### config.mk
export PLATFORM = sky130hd
export DESIGN_NAME = mbp_ghr_ckpt_flat
export DESIGN_NICKNAME = d
export VERILOG_FILES = /design/src/rtl/mbp_ghr_ckpt_pkg.sv /design/src/rtl/mbp_ghr_ckpt_if.sv /design/src/rtl/mbp_ghr_ckpt_buf.sv /design/src/rtl/mbp_ghr_ckpt.sv /design/src/flat_wrapper.sv
export SDC_FILE = /design/constraint.sdc
export NUM_CORES = 1
export LEC_CHECK = 0
export CAP_MARGIN = 20
export CORE_AREA = 2 2 94 96
export CTS_BUF_LIST = sky130_fd_sc_hd__clkbuf_2 sky130_fd_sc_hd__clkbuf_4 sky130_fd_sc_hd__clkbuf_8
export DETAILED_ROUTE_END_ITERATION = 8
export DIE_AREA = 0 0 96 98
export HOLD_SLACK_MARGIN = 0.08
export PLACE_DENSITY = 0.61
export SYNTH_ARGS = -nofsm -noshare
export SYNTH_HDL_FRONTEND = slang
export SYNTH_SLANG_ARGS = --single-unit
### constraint.sdc
create_clock -name clk_i -period 3.7 [get_ports clk_i]
set_clock_uncertainty 0.15 [all_clocks]
set_input_delay 0.555 -clock clk_i [delete_from_list [all_inputs] [get_ports clk_i]]
set_output_delay 0.555 -clock clk_i [all_outputs]
set_load 0.02 [all_outputs]
### src/rtl/mbp_ghr_ckpt_pkg.sv
// -----------------------------------------------------------------------------
// mbp_pkg
// Shared types and default sizes for the speculative global-history block.
//   MBP_HIST_LEN : default history length in bits (LSB = newest outcome)
//   MBP_NR_CKPT  : default number of checkpoint entries (power of two, >= 2)
//   ghr_t        : history word at the default length
//   ckpt_idx_t   : checkpoint tag at the default entry count
// -----------------------------------------------------------------------------
package mbp_pkg;

    localparam int MBP_HIST_LEN = 8;
    localparam int MBP_NR_CKPT  = 8;
    localparam int MBP_CKPT_W   = $clog2(MBP_NR_CKPT);

    typedef logic [MBP_HIST_LEN-1:0] ghr_t;
    typedef logic [MBP_CKPT_W-1:0]   ckpt_idx_t;

endpackage

### src/rtl/mbp_ghr_ckpt_if.sv
// -----------------------------------------------------------------------------
// mbp_ghr_ckpt_if
// Prediction and resolution handshake between the frontend/execute side and
// the history checkpoint block.
//   pred_valid_i / pred_taken_i        : one predicted conditional branch
//   pred_ready_o / pred_ckpt_o         : checkpoint free / tag for the branch
//   res_valid_i / res_ckpt_i           : oldest branch resolves / its tag
//   res_taken_i / res_mispredict_i     : actual direction / mispredict flag
// Modports: master drives the requests, slave is the history block.
// -----------------------------------------------------------------------------
interface mbp_ghr_ckpt_if
    import mbp_pkg::*;
#(
    parameter int NR_CKPT = MBP_NR_CKPT
);
    localparam int CKPT_W = $clog2(NR_CKPT);

    logic              pred_valid_i;
    logic              pred_taken_i;
    logic              pred_ready_o;
    logic [CKPT_W-1:0] pred_ckpt_o;
    logic              res_valid_i;
    logic [CKPT_W-1:0] res_ckpt_i;
    logic              res_taken_i;
    logic              res_mispredict_i;

    modport master (
        output pred_valid_i, pred_taken_i,
        output res_valid_i, res_ckpt_i, res_taken_i, res_mispredict_i,
        input  pred_ready_o, pred_ckpt_o
    );

    modport slave (
        input  pred_valid_i, pred_taken_i,
        input  res_valid_i, res_ckpt_i, res_taken_i, res_mispredict_i,
        output pred_ready_o, pred_ckpt_o
    );

endinterface

### src/rtl/mbp_ghr_ckpt_buf.sv
// -----------------------------------------------------------------------------
// mbp_ghr_ckpt_buf
// Circular checkpoint storage: one history snapshot per unresolved branch.
//   clk, rst   : clock, synchronous active-high reset
//   clear      : drop all entries (head jumps to tail, count to 0)
//   push       : write push_data at tail, advance tail
//   pop        : retire the entry at head, advance head
//   head_data  : snapshot stored at head
//   head, tail : pointers (tail is the tag handed to the next push)
//   count      : live entries, 0..NR_CKPT
// clear overrides push/pop; push and pop together leave count unchanged.
// -----------------------------------------------------------------------------
module mbp_ghr_ckpt_buf
    import mbp_pkg::*;
#(
    parameter int HIST_LEN = MBP_HIST_LEN,
    parameter int NR_CKPT  = MBP_NR_CKPT,
    localparam int IDX_W   = $clog2(NR_CKPT),
    localparam int CNT_W   = IDX_W + 1
) (
    input  logic                clk,
    input  logic                rst,
    input  logic                clear,
    input  logic                push,
    input  logic [HIST_LEN-1:0] push_data,
    input  logic                pop,
    output logic [HIST_LEN-1:0] head_data,
    output logic [IDX_W-1:0]    head,
    output logic [IDX_W-1:0]    tail,
    output logic [CNT_W-1:0]    count
);

    logic [HIST_LEN-1:0] mem [NR_CKPT];

    // Snapshot storage needs no reset: an entry is only read after it is pushed.
    always_ff @(posedge clk) begin
        if (push && !clear) begin
            mem[tail] <= push_data;
        end
    end

    // NR_CKPT is a power of two, so pointer wrap is the natural overflow.
    always_ff @(posedge clk) begin
        if (rst) begin
            head  <= '0;
            tail  <= '0;
            count <= '0;
        end else if (clear) begin
            head  <= tail;
            count <= '0;
        end else begin
            if (push) begin
                tail <= tail + IDX_W'(1);
            end
            if (pop) begin
                head <= head + IDX_W'(1);
            end
            count <= count + CNT_W'(push) - CNT_W'(pop);
        end
    end

    assign head_data = mem[head];

endmodule

### src/rtl/mbp_ghr_ckpt.sv
// -----------------------------------------------------------------------------
// mbp_ghr_ckpt
// Speculative global-history register with per-branch checkpoints. Predicted
// directions shift into ghr_o and each accepted prediction snapshots the prior
// history; in-order resolutions shift the real outcome into ghr_commit_o, and
// a mispredict rebuilds both from the resolving branch's snapshot.
//   clk_i, rst_i  : clock, synchronous active-high reset
//   flush_i       : drop all checkpoints, ghr_o takes the committed history
//   bus (slave)   : prediction / resolution handshake (mbp_ghr_ckpt_if)
//   ghr_o         : speculative history (registered)
//   ghr_commit_o  : committed history (registered)
//   count_o       : live checkpoints
//   err_o         : sticky tag-order error
// Build option MBP_GHR_CHECK_EN: enables err_o (resolve with no live branch,
// or res_ckpt_i not equal to head). Without it res_ckpt_i is ignored and
// err_o is tied low.
// -----------------------------------------------------------------------------
module mbp_ghr_ckpt
    import mbp_pkg::*;
#(
    parameter int HIST_LEN = MBP_HIST_LEN,
    parameter int NR_CKPT  = MBP_NR_CKPT,
    localparam int IDX_W   = $clog2(NR_CKPT),
    localparam int CNT_W   = IDX_W + 1
) (
    input  logic                clk_i,
    input  logic                rst_i,
    input  logic                flush_i,
    mbp_ghr_ckpt_if.slave       bus,
    output logic [HIST_LEN-1:0] ghr_o,
    output logic [HIST_LEN-1:0] ghr_commit_o,
    output logic [CNT_W-1:0]    count_o,
    output logic                err_o
);

    localparam logic [CNT_W-1:0] FULL = CNT_W'(NR_CKPT);

    function automatic logic [HIST_LEN-1:0] shift_in(input logic [HIST_LEN-1:0] h,
                                                      input logic bit_in);
        return {h[HIST_LEN-2:0], bit_in};
    endfunction

    logic                accept;
    logic                res_live;
    logic                res_correct;
    logic                res_mispredict;
    logic                buf_clear;
    logic [HIST_LEN-1:0] head_data;
    logic [IDX_W-1:0]    head;
    logic [IDX_W-1:0]    tail;
    logic [HIST_LEN-1:0] ghr_nxt;
    logic [HIST_LEN-1:0] commit_nxt;

    // A resolve with nothing outstanding is illegal and must not touch state.
    assign res_live       = bus.res_valid_i && (count_o != '0);
    assign res_correct    = res_live && !bus.res_mispredict_i;
    assign res_mispredict = res_live && bus.res_mispredict_i;

    assign accept = bus.pred_valid_i && bus.pred_ready_o && !flush_i
                    && !(bus.res_valid_i && bus.res_mispredict_i);

    assign buf_clear = flush_i || res_mispredict;

    assign bus.pred_ready_o = (count_o != FULL);
    assign bus.pred_ckpt_o  = tail;

    mbp_ghr_ckpt_buf #(
        .HIST_LEN (HIST_LEN),
        .NR_CKPT  (NR_CKPT)
    ) u_buf (
        .clk       (clk_i),
        .rst       (rst_i),
        .clear     (buf_clear),
        .push      (accept),
        .push_data (ghr_o),
        .pop       (res_correct),
        .head_data (head_data),
        .head      (head),
        .tail      (tail),
        .count     (count_o)
    );

    always_comb begin
        commit_nxt = ghr_commit_o;
        if (res_mispredict) begin
            commit_nxt = shift_in(head_data, bus.res_taken_i);
        end else if (res_correct) begin
            commit_nxt = shift_in(ghr_commit_o, bus.res_taken_i);
        end
    end

    // Flush sees the committed history including this cycle's resolve.
    always_comb begin
        ghr_nxt = ghr_o;
        if (flush_i) begin
            ghr_nxt = commit_nxt;
        end else if (res_mispredict) begin
            ghr_nxt = shift_in(head_data, bus.res_taken_i);
        end else if (accept) begin
            ghr_nxt = shift_in(ghr_o, bus.pred_taken_i);
        end
    end

    always_ff @(posedge clk_i) begin
        if (rst_i) begin
            ghr_o        <= '0;
            ghr_commit_o <= '0;
        end else begin
            ghr_o        <= ghr_nxt;
            ghr_commit_o <= commit_nxt;
        end
    end

`ifdef MBP_GHR_CHECK_EN
    always_ff @(posedge clk_i) begin
        if (rst_i) begin
            err_o <= 1'b0;
        end else if (bus.res_valid_i && ((count_o == '0) || (bus.res_ckpt_i != head))) begin
            err_o <= 1'b1;
        end
    end
`else
    logic unused_chk;
    assign unused_chk = ^{bus.res_ckpt_i, head};
    assign err_o      = 1'b0;
`endif

endmodule

### src/flat_wrapper.sv
// flat-port wrapper written by rule: the top's interface ports become plain ports
module mbp_ghr_ckpt_flat import mbp_pkg::*;
#(
    parameter int HIST_LEN = MBP_HIST_LEN,
    parameter int NR_CKPT  = MBP_NR_CKPT,
    localparam int IDX_W   = $clog2(NR_CKPT),
    localparam int CNT_W   = IDX_W + 1
)
  (clk_i, rst_i, flush_i, ghr_o, ghr_commit_o, count_o, err_o, bus_pred_valid_i, bus_pred_taken_i, bus_res_valid_i, bus_res_ckpt_i, bus_res_taken_i, bus_res_mispredict_i, bus_pred_ready_o, bus_pred_ckpt_o);
  mbp_ghr_ckpt_if #(.NR_CKPT(NR_CKPT)) bus_i ();
  input  logic clk_i;
  input  logic rst_i;
  input  logic flush_i;
  output logic [HIST_LEN-1:0] ghr_o;
  output logic [HIST_LEN-1:0] ghr_commit_o;
  output logic [CNT_W-1:0] count_o;
  output logic err_o;
  input wire logic [$bits(bus_i.pred_valid_i)-1:0] bus_pred_valid_i;
  input wire logic [$bits(bus_i.pred_taken_i)-1:0] bus_pred_taken_i;
  input wire logic [$bits(bus_i.res_valid_i)-1:0] bus_res_valid_i;
  input wire logic [$bits(bus_i.res_ckpt_i)-1:0] bus_res_ckpt_i;
  input wire logic [$bits(bus_i.res_taken_i)-1:0] bus_res_taken_i;
  input wire logic [$bits(bus_i.res_mispredict_i)-1:0] bus_res_mispredict_i;
  output wire logic [$bits(bus_i.pred_ready_o)-1:0] bus_pred_ready_o;
  output wire logic [$bits(bus_i.pred_ckpt_o)-1:0] bus_pred_ckpt_o;
  assign bus_i.pred_valid_i = bus_pred_valid_i;
  assign bus_i.pred_taken_i = bus_pred_taken_i;
  assign bus_i.res_valid_i = bus_res_valid_i;
  assign bus_i.res_ckpt_i = bus_res_ckpt_i;
  assign bus_i.res_taken_i = bus_res_taken_i;
  assign bus_i.res_mispredict_i = bus_res_mispredict_i;
  assign bus_pred_ready_o = bus_i.pred_ready_o;
  assign bus_pred_ckpt_o = bus_i.pred_ckpt_o;
  mbp_ghr_ckpt #(.HIST_LEN(HIST_LEN), .NR_CKPT(NR_CKPT)) u_core (.clk_i(clk_i), .rst_i(rst_i), .flush_i(flush_i), .bus(bus_i), .ghr_o(ghr_o), .ghr_commit_o(ghr_commit_o), .count_o(count_o), .err_o(err_o));
endmodule
## After elaboration in Yosys (flattened, before gate mapping)

Memory sizes are Yosys's and may differ from the RTL's. A register that Yosys moved wholly into a read port is not among the register bits.
Index checks and enable logic that the tools add are counted.

- Bits in registers: 26
- RAM bits: 64
- Input bits: 11
- Output and inout port bits: 25
- Memories: 1

Memory list:

| name | words | bits a word | rd ports | clocked after memory_dff | write ports | line | source |
|---|---|---|---|---|---|---|---|
| u_core.u_buf.mem | 8 | 8 | 1 | 1 | 1 | mbp_ghr_ckpt_buf.sv:33 | `logic [HIST_LEN-1:0] mem [NR_CKPT];` |

- Add/subtract/negate cells: 4
- Eq/ne operators: 1
- Mux-type cells: 11
- Bitwise operators: 1
- Reductions and logical operators: 18

Operators by type and width:

| cell | number |
|---|---|
| two-way mux 8 bit | 5 |
| two-way mux 3 bit | 4 |
| logical AND 1 bit | 8 |
| adder 3 x 1 -> 3 bit, second input constant | 2 |
| adder 4 x 1 -> 4 bit | 1 |
| zero test 1 bit | 4 |
| != test 4 bit, second input constant | 1 |
| nonzero test 4 bit | 1 |
| subtractor 4 x 1 -> 4 bit | 1 |
| nonzero test 3 bit | 1 |
| two-way mux 1 bit | 2 |
| AND reduction 2 bit | 1 |
| nonzero test 2 bit | 1 |
| OR reduction 2 bit | 1 |
| logical OR 1 bit | 1 |
| inverter 1 bit | 1 |

## Longest topological paths before layout

Gate-level depths: netlist of the first run.

- Depth in word-level cells: 8
- Gate-level depth with buffers: 13
- Mapped depth without buffers: 12

## Hierarchy

From an unflattened synthesis of the first run, not the netlist that was laid out.

- Cell total of the unflattened synthesis: 275
- Area, all modules: 4092.7 sq um

By module, submodules not included:

| module | instances | cells an instance | area each (sq um) | sequential area each (sq um) |
|---|---|---|---|---|
| mbp_ghr_ckpt_buf | 1 | 164 | 3109.2 | 2182.1 |
| mbp_ghr_ckpt | 1 | 111 | 983.4 | 320.3 |

## Least setup slack after synthesis of the first run

OpenSTA, ideal clock, no wires.

- Path type: register -> register
- Start point: register u_core.u_buf.count[2]
- End point: memory u_core.u_buf.mem[1][0] (netlist name) (enable)
- Arrival: 2.316 ns
- Setup slack: 0.840 ns
- Cell stages (with the launch flop): 8
- Period minus slack after synthesis: 2.860 ns
- Cells stage by stage: dfxtp_1 -> inv_1 -> ha_1 -> or3b_1 -> and4b_1 -> inv_2 -> buf_4 -> nor4b_1

- Elaborated cells between the ends (all ways): 12

RTL lines:

| element | line | source |
|---|---|---|
| from (decl) | mbp_ghr_ckpt_buf.sv:30 | `output logic [CNT_W-1:0] count` |
| from (signal assigned) | mbp_ghr_ckpt_buf.sv:58 | `count <= count + CNT_W'(push) - CNT_W'(pop);` |
| != test 4 bit | mbp_ghr_ckpt.sv:64 | `assign bus.pred_ready_o = (count_o != FULL);` |
| via bus_pred_ready_o | flat_wrapper.sv:24 | `output wire logic [$bits(bus_i.pred_ready_o)-1:0] bus_pred_ready_o;` |
| logical AND 1 bit (2 in a row) | mbp_ghr_ckpt.sv:59 | `assign accept = bus.pred_valid_i && bus.pred_ready_o && !flush_i` |
| logical AND 1 bit | mbp_ghr_ckpt.sv:60 | `&& !(bus.res_valid_i && bus.res_mispredict_i);` |
| logical AND 1 bit | mbp_ghr_ckpt_buf.sv:37 | `if (push && !clear) begin` |
| two-way mux 1 bit | mbp_ghr_ckpt_buf.sv:37 |  |
| two-way mux 1 bit (implied by the code) | mbp_ghr_ckpt_buf.sv:38 | `mem[tail] <= push_data;` |
| to (decl) | mbp_ghr_ckpt_buf.sv:33 |  |

The timed path passes the listed nets, and every way through them passes these cells.

## Final worst setup path of the first run

- Start point: register u_core.u_buf.count[2]
- End point: register u_core.u_buf.count[3]

- Cells in the longest elaborated chain, start to end: 6
- Elaborated cells between the ends (all ways): 12

Ends and longest elaborated chain:

| element | line |
|---|---|
| != test 4 bit | mbp_ghr_ckpt.sv:64 |
| logical AND 1 bit (2 in a row) | mbp_ghr_ckpt.sv:59 |
| logical AND 1 bit | mbp_ghr_ckpt.sv:60 |
| adder 4 x 1 -> 4 bit | mbp_ghr_ckpt_buf.sv:58 |
| subtractor 4 x 1 -> 4 bit | mbp_ghr_ckpt_buf.sv:58 |

Parallel ways exist; a longest one is shown, timed or not.
A chain may end at the register's enable or synchronous reset.

==> flow_summary_export.csv, run 1 <==
group,metric,value,unit
status,outcome,"finished clean",
cells_and_area,drive_gt1_share,10.1,%
job,maxCapViolations,0,
floorplanning,coreArea,8470,sq um
floorplanning,rows,34,
floorplanning,pin_count,36,
clock_network,clock_latency,0.36,ns
synth,avgSynthCellArea,12.8,sq um
critical_path,path_delay_family,"simple AND/OR/NAND/NOR gates",
power_and_ir_drop,pwr-share-clk,33.7,%
synth,synth.ff_latch_count,85,
global_routing,use_met2,27.2,%
drt,avgRoutedWirePerCell,18.1,microns
placed_design,hpwl,5.32,mm
clock_network,cts_tree,"yes",
clock_network,cts_setup_buffers,0,
placed_design,placed_cells,421,
sta,worst-slew-pin-transition,0.994,ns
floorplanning,die_w,96,microns
critical_path,crit_path_frequent_cell,"ha_1",
synth,ys_seq_area_share,61.9,%
power_and_ir_drop,ir_drop,0.210,mV
drt,drc,0,
power_and_ir_drop,sw_frac_of_total,24.8,%
critical_path,end_kind,"flip-flop",
global_routing,use_met1,25.3,%
synth,ys_types,42,
global_routing,grt_overflow_total,0,
cells_and_area,fill_cells,746,
sta,maxSlewViolCount,0,
synth,syn_area,3650,sq um
critical_path,crit_chain,"inv_1 -> ha_1 -> or3b_1 -> and4b_1 -> inv_2 -> ha_1 -> inv_1 -> ha_1 -> a21o_1 -> a21oi_1 -> xnor2_1 -> nor3_1",
power_and_ir_drop,seqPwrFrac,55.6,%
global_routing,grt_max_degree,29,
floorplanning,die_height,98,microns
clock_network,cts_made_buffers,9,
drt,via_per_inst,5.57,
cells_and_area,nets,344,
critical_path,setup.worst_path.class,"reg -> reg",
sta,fmax,0.389,GHz
cells_and_area,finalNonFillerCells,436,
power_and_ir_drop,p_total,1.92,mW
power_and_ir_drop,p_per_area,446,nW/um^2
clock_network,clkSlewWorstSetupHoldPaths,0.09,ns
power_and_ir_drop,power.switching,0.476,mW
critical_path,cp_max_fo,3,
sta,rsz0062_at_grt,"no",
cells_and_area,final_area,4300,sq um
global_routing,antenna_found_initial,0,
critical_path,crit_path_max_incr_delay,0.36,ns
critical_path,crit_slowest_cell,"or3b_1",
critical_path,start_kind,"flip-flop",
synth,synth.net_count,305,
critical_path,crit_buf_inv,3,
placed_design,port_buffers,31,
synth,yosys_warnings,0,
synth,netlist_instances,285,
global_routing,grt_first_pass_wirelength,12.5,mm
placed_design,place_ws,0.787,ns
placed_design,place_congestion,0.869,
cells_and_area,synthToLayoutAreaGrowth,17.8,%
clock_network,cts_hold_buf,0,
drt,wirelength,7.87,mm
sta,finalSetupViolCount,0,
power_and_ir_drop,internal_power,1.44,mW
cells_and_area,final_common_cell,"edfxtp_1",
sta,finalSetupTns,0,ns
clock_network,cts_max_level,3,
global_routing,grt_usage,17.9,%
cells_and_area,fin_util,50.8,%
cells_and_area,diodes,0,
critical_path,arrival,2.62,ns
sta,maxSlewHeadroom,33.5,%
cells_and_area,final_cell_mix,"edfxtp_1 (56), clkdlybuf4s50_1 (31), mux2i_1 (29), dfxtp_1 (29), a22oi_1 (25)",
floorplanning,die-area,9410,sq um
drt,first_iter_violations,243,
sta,whs,0.339,ns
drt,dr_total_vias,2427,
clock_network,cts_resized,0,
clock_network,root_buffer,"clkbuf_8",
sta,period_share,69.5,%
critical_path,crit_required,3.75,ns
drt,antenna_left,0,
power_and_ir_drop,pwr-share-comb,10.8,%
sta,hold_viol,0,
hold_path,hold_class,"reg -> reg",
placed_design,placedInstanceArea,4110,sq um
power_and_ir_drop,p_leak,1.41,nW
global_routing,grt_busiest_layer,"met2",
clock_network,clock-sinks,85,
drt,drtPass1Iterations,4,
sta,layout_setup_ws,1.13,ns
sta,fin_crit,2.57,ns
clock_network,cts_buffer_depth,2,
global_routing,first_global_vias,2366,
global_routing,use_met3,4.94,%
floorplanning,start_util,43.1,%
[cell type report]
class	instances	area, sq um	share of cell area [%]
Sequential cell	85	2260	52.6
Clock inverter	5	60.1	1.40
Clock buffer	10	131	3.05
Tap cell	108	135	3.14
Multi-Input combinational cell	172	1250	29.2
Timing Repair Buffer	46	423	9.83
Inverter	10	37.5	0.872
[registers in the layout, indices dropped and copies added, names as in the netlist, named ones only]
signal,cells
u_core.u_buf.mem,56
u_core.ghr_commit_o,8
u_core.ghr_o,8
u_core.u_buf.count,4
u_core.u_buf.head,3
u_core.u_buf.tail,3
[cells in the mapped netlist, drive strengths merged]
master	number	area, sq um
edfxtp	56	1680
dfxtp	29	581
mux2i	29	290
a22oi	25	188
nor3	16	80.1
a21oi	15	86.3
buf	10	67.6
inv	10	37.5
nand2	10	40.0
o21ai	9	45.0
a311oi	8	70.1
and2	8	50.1
clkbuf	8	30.0
ha	8	100
nand3	7	35.0
nor2	6	22.5
nor3b	4	30.0
a211oi	2	15.0
a21o	2	15.0
a32oi	2	17.5
nand2b	2	12.5
nor2b	2	12.5
nor4b	2	17.5
or3	2	12.5
or3b	2	17.5
xnor2	2	17.5
a2bb2oi	1	8.76
a31oi	1	6.26
and4b	1	10.0
conb	1	3.75
fa	1	20.0
nor4	1	6.26
o211ai	1	7.51
o32ai	1	8.76
xor2	1	8.76
[cell families after synthesis]
group,synth area share [%]
compound gates,12.8
xor+xnor,0.720
fa+ha+maj,3.29
buf+inv,3.70
flops,61.9
mux,7.95
other cells,0.103
simple gates,9.49
[worst paths after layout]
path | startpoint | to | slack, ns | cells past startpoint
hold reg to reg | u_core.ghr_commit_o[0]$_SDFF_PP0_ | u_core.ghr_commit_o[0]$_SDFF_PP0_ | 0.34 | 2
setup / recovery | u_core.u_buf.count[2]$_SDFF_PP0_ | u_core.u_buf.count[3]$_SDFF_PP0_ | 1.13 | 12
setup reg to reg | u_core.u_buf.count[2]$_SDFF_PP0_ | u_core.u_buf.count[3]$_SDFF_PP0_ | 1.13 | 12
hold / removal | u_core.ghr_commit_o[0]$_SDFF_PP0_ | u_core.ghr_commit_o[0]$_SDFF_PP0_ | 0.34 | 2
[metal layers]
metal | up-vias | wire (microns)
li1 | 1165 | -
met1 | 1188 | 3670
met2 | 65 | 3770
met3 | 9 | 355
met4 | 0 | 78
met5 | - | 0
[power by group through the flow]
stage               registers (mW)  logic [mW]  clock network (mW)
finish                        1.07       0.207               0.646
detailed placement            1.09       0.208                   0
global route                  1.07       0.225               0.697
floorplan                     1.09       0.126                   0
CTS                           1.07       0.209               0.658
global placement              1.09       0.206                   0
[worst register-to-register path, cell delays in order (launching register included)]
cell	delay [ns]
dfxtp_1	0.33
inv_1	0.10
ha_1	0.14
or3b_1	0.36
and4b_1	0.22
inv_2	0.06
ha_1	0.18
inv_1	0.06
ha_1	0.27
a21o_1	0.18
a21oi_1	0.17
xnor2_1	0.13
nor3_1	0.06
Power figures use the tool's default switching activity.
==> inputs of run 2 (changes only) <==
PLACE_DENSITY = 0.63   (was 0.61)
clock period = 2.2 ns   (was 3.7 ns; I/O delays follow)
==> run 2 against run 1 <==
  * The run now ends with negative setup slack left
  * Worst hold slack improved by 0.022 ns
  * Non-clock buffer count increased by 37
  * Highest routed layer unchanged
  * Critical path depth unchanged
  * Largest cell class unchanged
==> flow_summary_export.csv, run 2 (synthesized netlist as in run 1, its figures left out) <==
group,metric,value,unit
power_and_ir_drop,p_per_area,692,nW/um^2
floorplanning,pin_count,36,
clock_network,clock_latency,0.36,ns
floorplanning,rows,34,
cells_and_area,multi_input_area,1450,sq um
clock_network,cts_hold_buf,0,
cells_and_area,diodes,0,
global_routing,grt_overflow_total,0,
critical_path,crit_slowest_cell,"dfxtp_4",
drt,wl_met1,3.74,mm
critical_path,crit_required,2.33,ns
cells_and_area,final_common_cell,"edfxtp_1",
cells_and_area,nets,381,
sta,layout_setup_ws,-0.199,ns
job,maxCapViolations,0,
global_routing,grt_usage,19.4,%
status,outcome,"finished, violations left",
placed_design,place_congestion,0.791,
sta,worst-slew-pin-transition,0.543,ns
cells_and_area,fill_cells,669,
critical_path,arrival,2.53,ns
drt,wl_met3,406,microns
global_routing,grt_max_degree,29,
sta,fin_crit,2.40,ns
sta,hold_viol,0,
floorplanning,die_height,98,microns
clock_network,clock-sinks,85,
status,violations,"negative setup slack",
floorplanning,coreArea,8470,sq um
clock_network,cts_buffer_depth,2,
cells_and_area,synthToLayoutAreaGrowth,33.7,%
drt,avgRoutedWirePerCell,18.1,microns
drt,via_per_inst,5.42,
cells_and_area,final_area,4880,sq um
sta,maxSlewHeadroom,63.8,%
critical_path,crit_chain,"inv_4 -> ha_4 -> or3b_4 -> and4b_1 -> inv_2 -> ha_4 -> inv_4 -> ha_4 -> inv_2 -> fa_2 -> xor2_1 -> nor3_1",
drt,top_layer_used,"met4",
drt,drtPass1Iterations,4,
critical_path,end_kind,"flip-flop",
cells_and_area,seq_area,2270,sq um
sta,maxSlewViolCount,0,
cells_and_area,top_regs,"u_core.u_buf.mem x56, u_core.ghr_commit_o x8, u_core.ghr_o x8",
drt,first_iter_violations,265,
global_routing,first_global_vias,2530,
placed_design,place_ws,-0.298,ns
sta,period_share,109,%
drt,drc,0,
global_routing,grt_first_pass_wirelength,13.6,mm
cells_and_area,largest_register_ffs,56,
clock_network,cts_made_buffers,9,
drt,antenna_left,0,
cells_and_area,drive_gt1_share,28.4,%
cells_and_area,final_cell_mix,"edfxtp_1 (56), buf_4 (42), clkdlybuf4s50_1 (30)",
power_and_ir_drop,ir_drop,0.449,mV
clock_network,clkSlewWorstSetupHoldPaths,0.09,ns
critical_path,crit_path_frequent_cell,"ha_4",
critical_path,crit_path_max_incr_delay,0.36,ns
placed_design,placedInstanceArea,4510,sq um
critical_path,setup.worst_path.class,"reg -> reg",
sta,finalSetupViolCount,14,
critical_path,cp_max_fo,2,
placed_design,port_buffers,31,
power_and_ir_drop,p_total,3.38,mW
sta,fmax,0.417,GHz
critical_path,start_kind,"flip-flop",
critical_path,path_delay_family,"adder cells",
critical_path,crit_buf_inv,4,
clock_network,root_buffer,"clkbuf_8",
cells_and_area,regMostFlops,"u_core.u_buf.mem",
clock_network,cts_max_level,3,
floorplanning,die-area,9410,sq um
clock_network,cts_tree,"yes",
floorplanning,start_util,43.1,%
floorplanning,die_w,96,microns
global_routing,antenna_found_initial,0,
drt,wirelength,8.60,mm
sta,rsz0062_at_grt,"yes",
power_and_ir_drop,p_leak,1.64,nW
drt,dr_total_vias,2568,
hold_path,hold_class,"reg -> reg",
sta,whs,0.361,ns
placed_design,hpwl,5.80,mm
drt,routed-wl-met2,4.25,mm
sta,finalSetupTns,-0.611,ns
[run 2: changes by cell type in the layout (fill, tap and decap cells not counted), sizes merged]
| cell | change |
|---|---|
| buf | +37 |
| inv | +3 |
| clkbuf | -1 |
| clkdlybuf4s50 | -1 |
| clkinvlp | -1 |
| dlygate4sd2 | +1 |
[run 2: power breakdown]
group          total [mW]  internal (mW)  switching (mW)
combinational       0.469          0.218           0.251
sequential           1.78           1.74          0.0350
clock                1.13          0.542           0.590
[run 2: per-layer routing]
metal  track usage [%]  up-vias
met1              27.5     1241
met5                 0        -
met4              7.80        0
li1                  -     1239
met2              29.3       75
met3              3.47       13
[run 2: per-stage QoR]
step                      utilization, %  cells
after floorplan                        -    285
after global routing                57.7    474
after global placement              53.3    453
after detailed placement            53.3    453
after CTS                           56.5    471
final                               57.7    474
[run 2: area by class of cell]
class                      instances  share of cell area (%)
timing repair buffer              83                    16.2
inverter                          10                   0.871
multi-input combinational        172                    29.6
clock inverter                     7                    1.64
clock buffer                       9                    2.54
tap                              108                    2.77
sequential                        85                    46.4
[run 2: tightest hold or removal path, cell delays in order (launching register included)]
cell and delay, ns:
dfxtp_1 0.32, nand2b_1 0.07, o32ai_1 0.08
[run 2: worst paths after layout]
check	endpoint	slack, ns	startpoint	cells past startpoint
min reg2reg	u_core.u_buf.head[2]$_SDFFE_PP0N_	0.36	u_core.u_buf.head[2]$_SDFFE_PP0N_	2
min	u_core.u_buf.head[2]$_SDFFE_PP0N_	0.36	u_core.u_buf.head[2]$_SDFFE_PP0N_	2
max reg2reg	u_core.u_buf.count[2]$_SDFF_PP0_	-0.20	u_core.u_buf.count[2]$_SDFF_PP0_	12
max	u_core.u_buf.count[2]$_SDFF_PP0_	-0.20	u_core.u_buf.count[2]$_SDFF_PP0_	12
[run 2: repair_timing]
item,4_1_cts,5_1_grt
pin swaps,4,12
gates resized for setup,11,18
gates cloned,0,0
buffers inserted,3,3
setup endpoints to repair,26,39
==> inputs of run 3 (changes only) <==
SKIP_CTS_REPAIR_TIMING = 1   (was unset)
==> run 3 against run 2 <==
  * The run still ends with negative setup slack left
  * Non-clock buffer count decreased by 5
  * Critical endpoint is now u_core.u_buf.count[1]$_SDFF_PP0_
  * Routed wire length fell by 2.4%
  * Fmax shrank 0.11%
  * Largest power group unchanged
  * Highest routed layer unchanged
==> flow_summary_export.csv, run 3 (synthesized netlist as in run 1, its figures left out) <==
group,metric,value,unit
status,outcome,"finished, violations left",
status,violations,"negative setup slack",
sta,whs,0.357,ns
floorplanning,die_height,98,microns
global_routing,grt_usage,19.3,%
cells_and_area,largest_register_ffs,56,
sta,period_share,109,%
floorplanning,coreArea,8470,sq um
global_routing,grt_first_pass_wirelength,13.5,mm
power_and_ir_drop,ir_drop,0.450,mV
power_and_ir_drop,internal_power,2.49,mW
sta,maxSlewHeadroom,62.9,%
critical_path,crit_required,2.29,ns
power_and_ir_drop,p_per_area,702,nW/um^2
sta,fin_crit,2.40,ns
placed_design,place_ws,-0.298,ns
floorplanning,die-area,9410,sq um
power_and_ir_drop,p_leak,1.60,nW
power_and_ir_drop,seqPwrFrac,53.0,%
placed_design,placed_cells,453,
global_routing,grt_max_degree,29,
drt,first_iter_violations,276,
power_and_ir_drop,pwr-share-comb,13.2,%
drt,drc,0,
drt,drtPass1Iterations,4,
cells_and_area,finalNonFillerCells,469,
placed_design,place_congestion,0.791,
sta,hold_viol,0,
critical_path,start_kind,"flip-flop",
drt,avgRoutedWirePerCell,17.9,microns
global_routing,first_global_vias,2494,
placed_design,port_buffers,31,
global_routing,grt_overflow_total,0,
cells_and_area,nets,376,
cells_and_area,diodes,0,
cells_and_area,final_cell_mix,"edfxtp_1 (56), buf_4 (41), clkdlybuf4s50_1 (30)",
floorplanning,pin_count,36,
sta,fmax,0.416,GHz
power_and_ir_drop,pwr-share-clk,33.8,%
floorplanning,rows,34,
clock_network,clkSlewWorstSetupHoldPaths,0.09,ns
power_and_ir_drop,power.switching,0.865,mW
cells_and_area,final_common_cell,"edfxtp_1",
clock_network,cts_made_buffers,9,
clock_network,root_buffer,"clkbuf_8",
hold_path,hold_class,"reg -> reg",
critical_path,end_kind,"flip-flop",
global_routing,antenna_found_initial,0,
sta,worst-slew-pin-transition,0.556,ns
power_and_ir_drop,sw_frac_of_total,25.8,%
critical_path,cp_max_fo,3,
cells_and_area,drive_gt1_share,24.7,%
critical_path,setup.worst_path.class,"reg -> reg",
cells_and_area,seq_area,2270,sq um
floorplanning,die_w,96,microns
drt,via_per_inst,5.44,
cells_and_area,multi_input_area,1400,sq um
cells_and_area,regMostFlops,"u_core.u_buf.mem",
clock_network,cts_buffer_depth,2,
placed_design,placedInstanceArea,4510,sq um
cells_and_area,top_regs,"u_core.u_buf.mem x56, u_core.ghr_commit_o x8, u_core.ghr_o x8",
sta,finalSetupViolCount,10,
floorplanning,start_util,43.1,%
sta,maxSlewViolCount,0,
clock_network,clock_latency,0.35,ns
drt,antenna_left,0,
cells_and_area,synthToLayoutAreaGrowth,30.9,%
sta,rsz0062_at_grt,"yes",
cells_and_area,final_area,4780,sq um
job,maxCapViolations,0,
clock_network,cts_max_level,3,
critical_path,arrival,2.49,ns
clock_network,cts_tree,"yes",
sta,layout_setup_ws,-0.202,ns
clock_network,clock-sinks,85,
cells_and_area,fill_cells,680,
placed_design,hpwl,5.80,mm
drt,wirelength,8.39,mm
drt,dr_total_vias,2553,
-- run 3: cell count changes in the layout (fill, tap and decap cells not counted), sizes merged --
cell	delta
dlymetal6s2s	+1
dlygate4sd2	-1
buf	-5
-- run 3: area by class of cell --
| class | instances | area share [%] |
|---|---|---|
| Clock inverter | 7 | 1.68 |
| Timing Repair Buffer | 78 | 15.3 |
| Multi-Input combinational cell | 172 | 29.2 |
| Tap cell | 108 | 2.83 |
| Clock buffer | 9 | 2.59 |
| Inverter | 10 | 0.942 |
| Sequential cell | 85 | 47.5 |
-- run 3: through the flow --
stage	power, mW	util (%)	TNS (ns)
detailed placement	2.25	53.3	-5.68
global placement	2.24	53.3	-4.35
finish	3.36	56.5	-0.690
global route	3.50	56.5	-2.31
floorplan	2.06	-	-8.27
CTS	3.38	55.7	-1.49
-- run 3: critical path, stage by stage, from the launching register on --
cell     delay [ns]
dfxtp_4        0.36
inv_4          0.07
ha_4           0.12
or3b_4         0.36
and4b_1        0.20
inv_2          0.08
ha_4           0.20
inv_4          0.05
ha_4           0.12
inv_2          0.03
fa_2           0.51
nor3_1         0.05
-- run 3: path summary, 6_finish.rpt --
check,from,end,slack [ns],depth (start not counted)
setup / recovery,u_core.u_buf.count[2]$_SDFF_PP0_,u_core.u_buf.count[1]$_SDFF_PP0_,-0.20,11
hold / removal,u_core.u_buf.head[2]$_SDFFE_PP0N_,u_core.u_buf.head[2]$_SDFFE_PP0N_,0.36,2
setup reg to reg,u_core.u_buf.count[2]$_SDFF_PP0_,u_core.u_buf.count[1]$_SDFF_PP0_,-0.20,11
hold reg to reg,u_core.u_buf.head[2]$_SDFFE_PP0N_,u_core.u_buf.head[2]$_SDFFE_PP0N_,0.36,2
-- run 3: metal layers --
| layer | track usage [%] | wire length [microns] | share of wire (%) | up-vias |
|---|---|---|---|---|
| li1 | - | - | - | 1228 |
| met1 | 27.5 | 3650 | 43 | 1228 |
| met2 | 28.9 | 4080 | 49 | 84 |
| met3 | 3.47 | 465 | 5.5 | 13 |
| met4 | 7.80 | 195 | 2.3 | 0 |
| met5 | 0 | 0 | 0 | - |
-- run 3: power groups by stage --
stage / Sequential [mW] / Combinational, mW / Clock [mW]
after detailed placement: 1.81 / 0.438 / 0
after floorplan: 1.84 / 0.224 / 0
after CTS: 1.78 / 0.439 / 1.16
after global routing: 1.79 / 0.484 / 1.23
after global placement: 1.81 / 0.430 / 0
final: 1.78 / 0.444 / 1.13
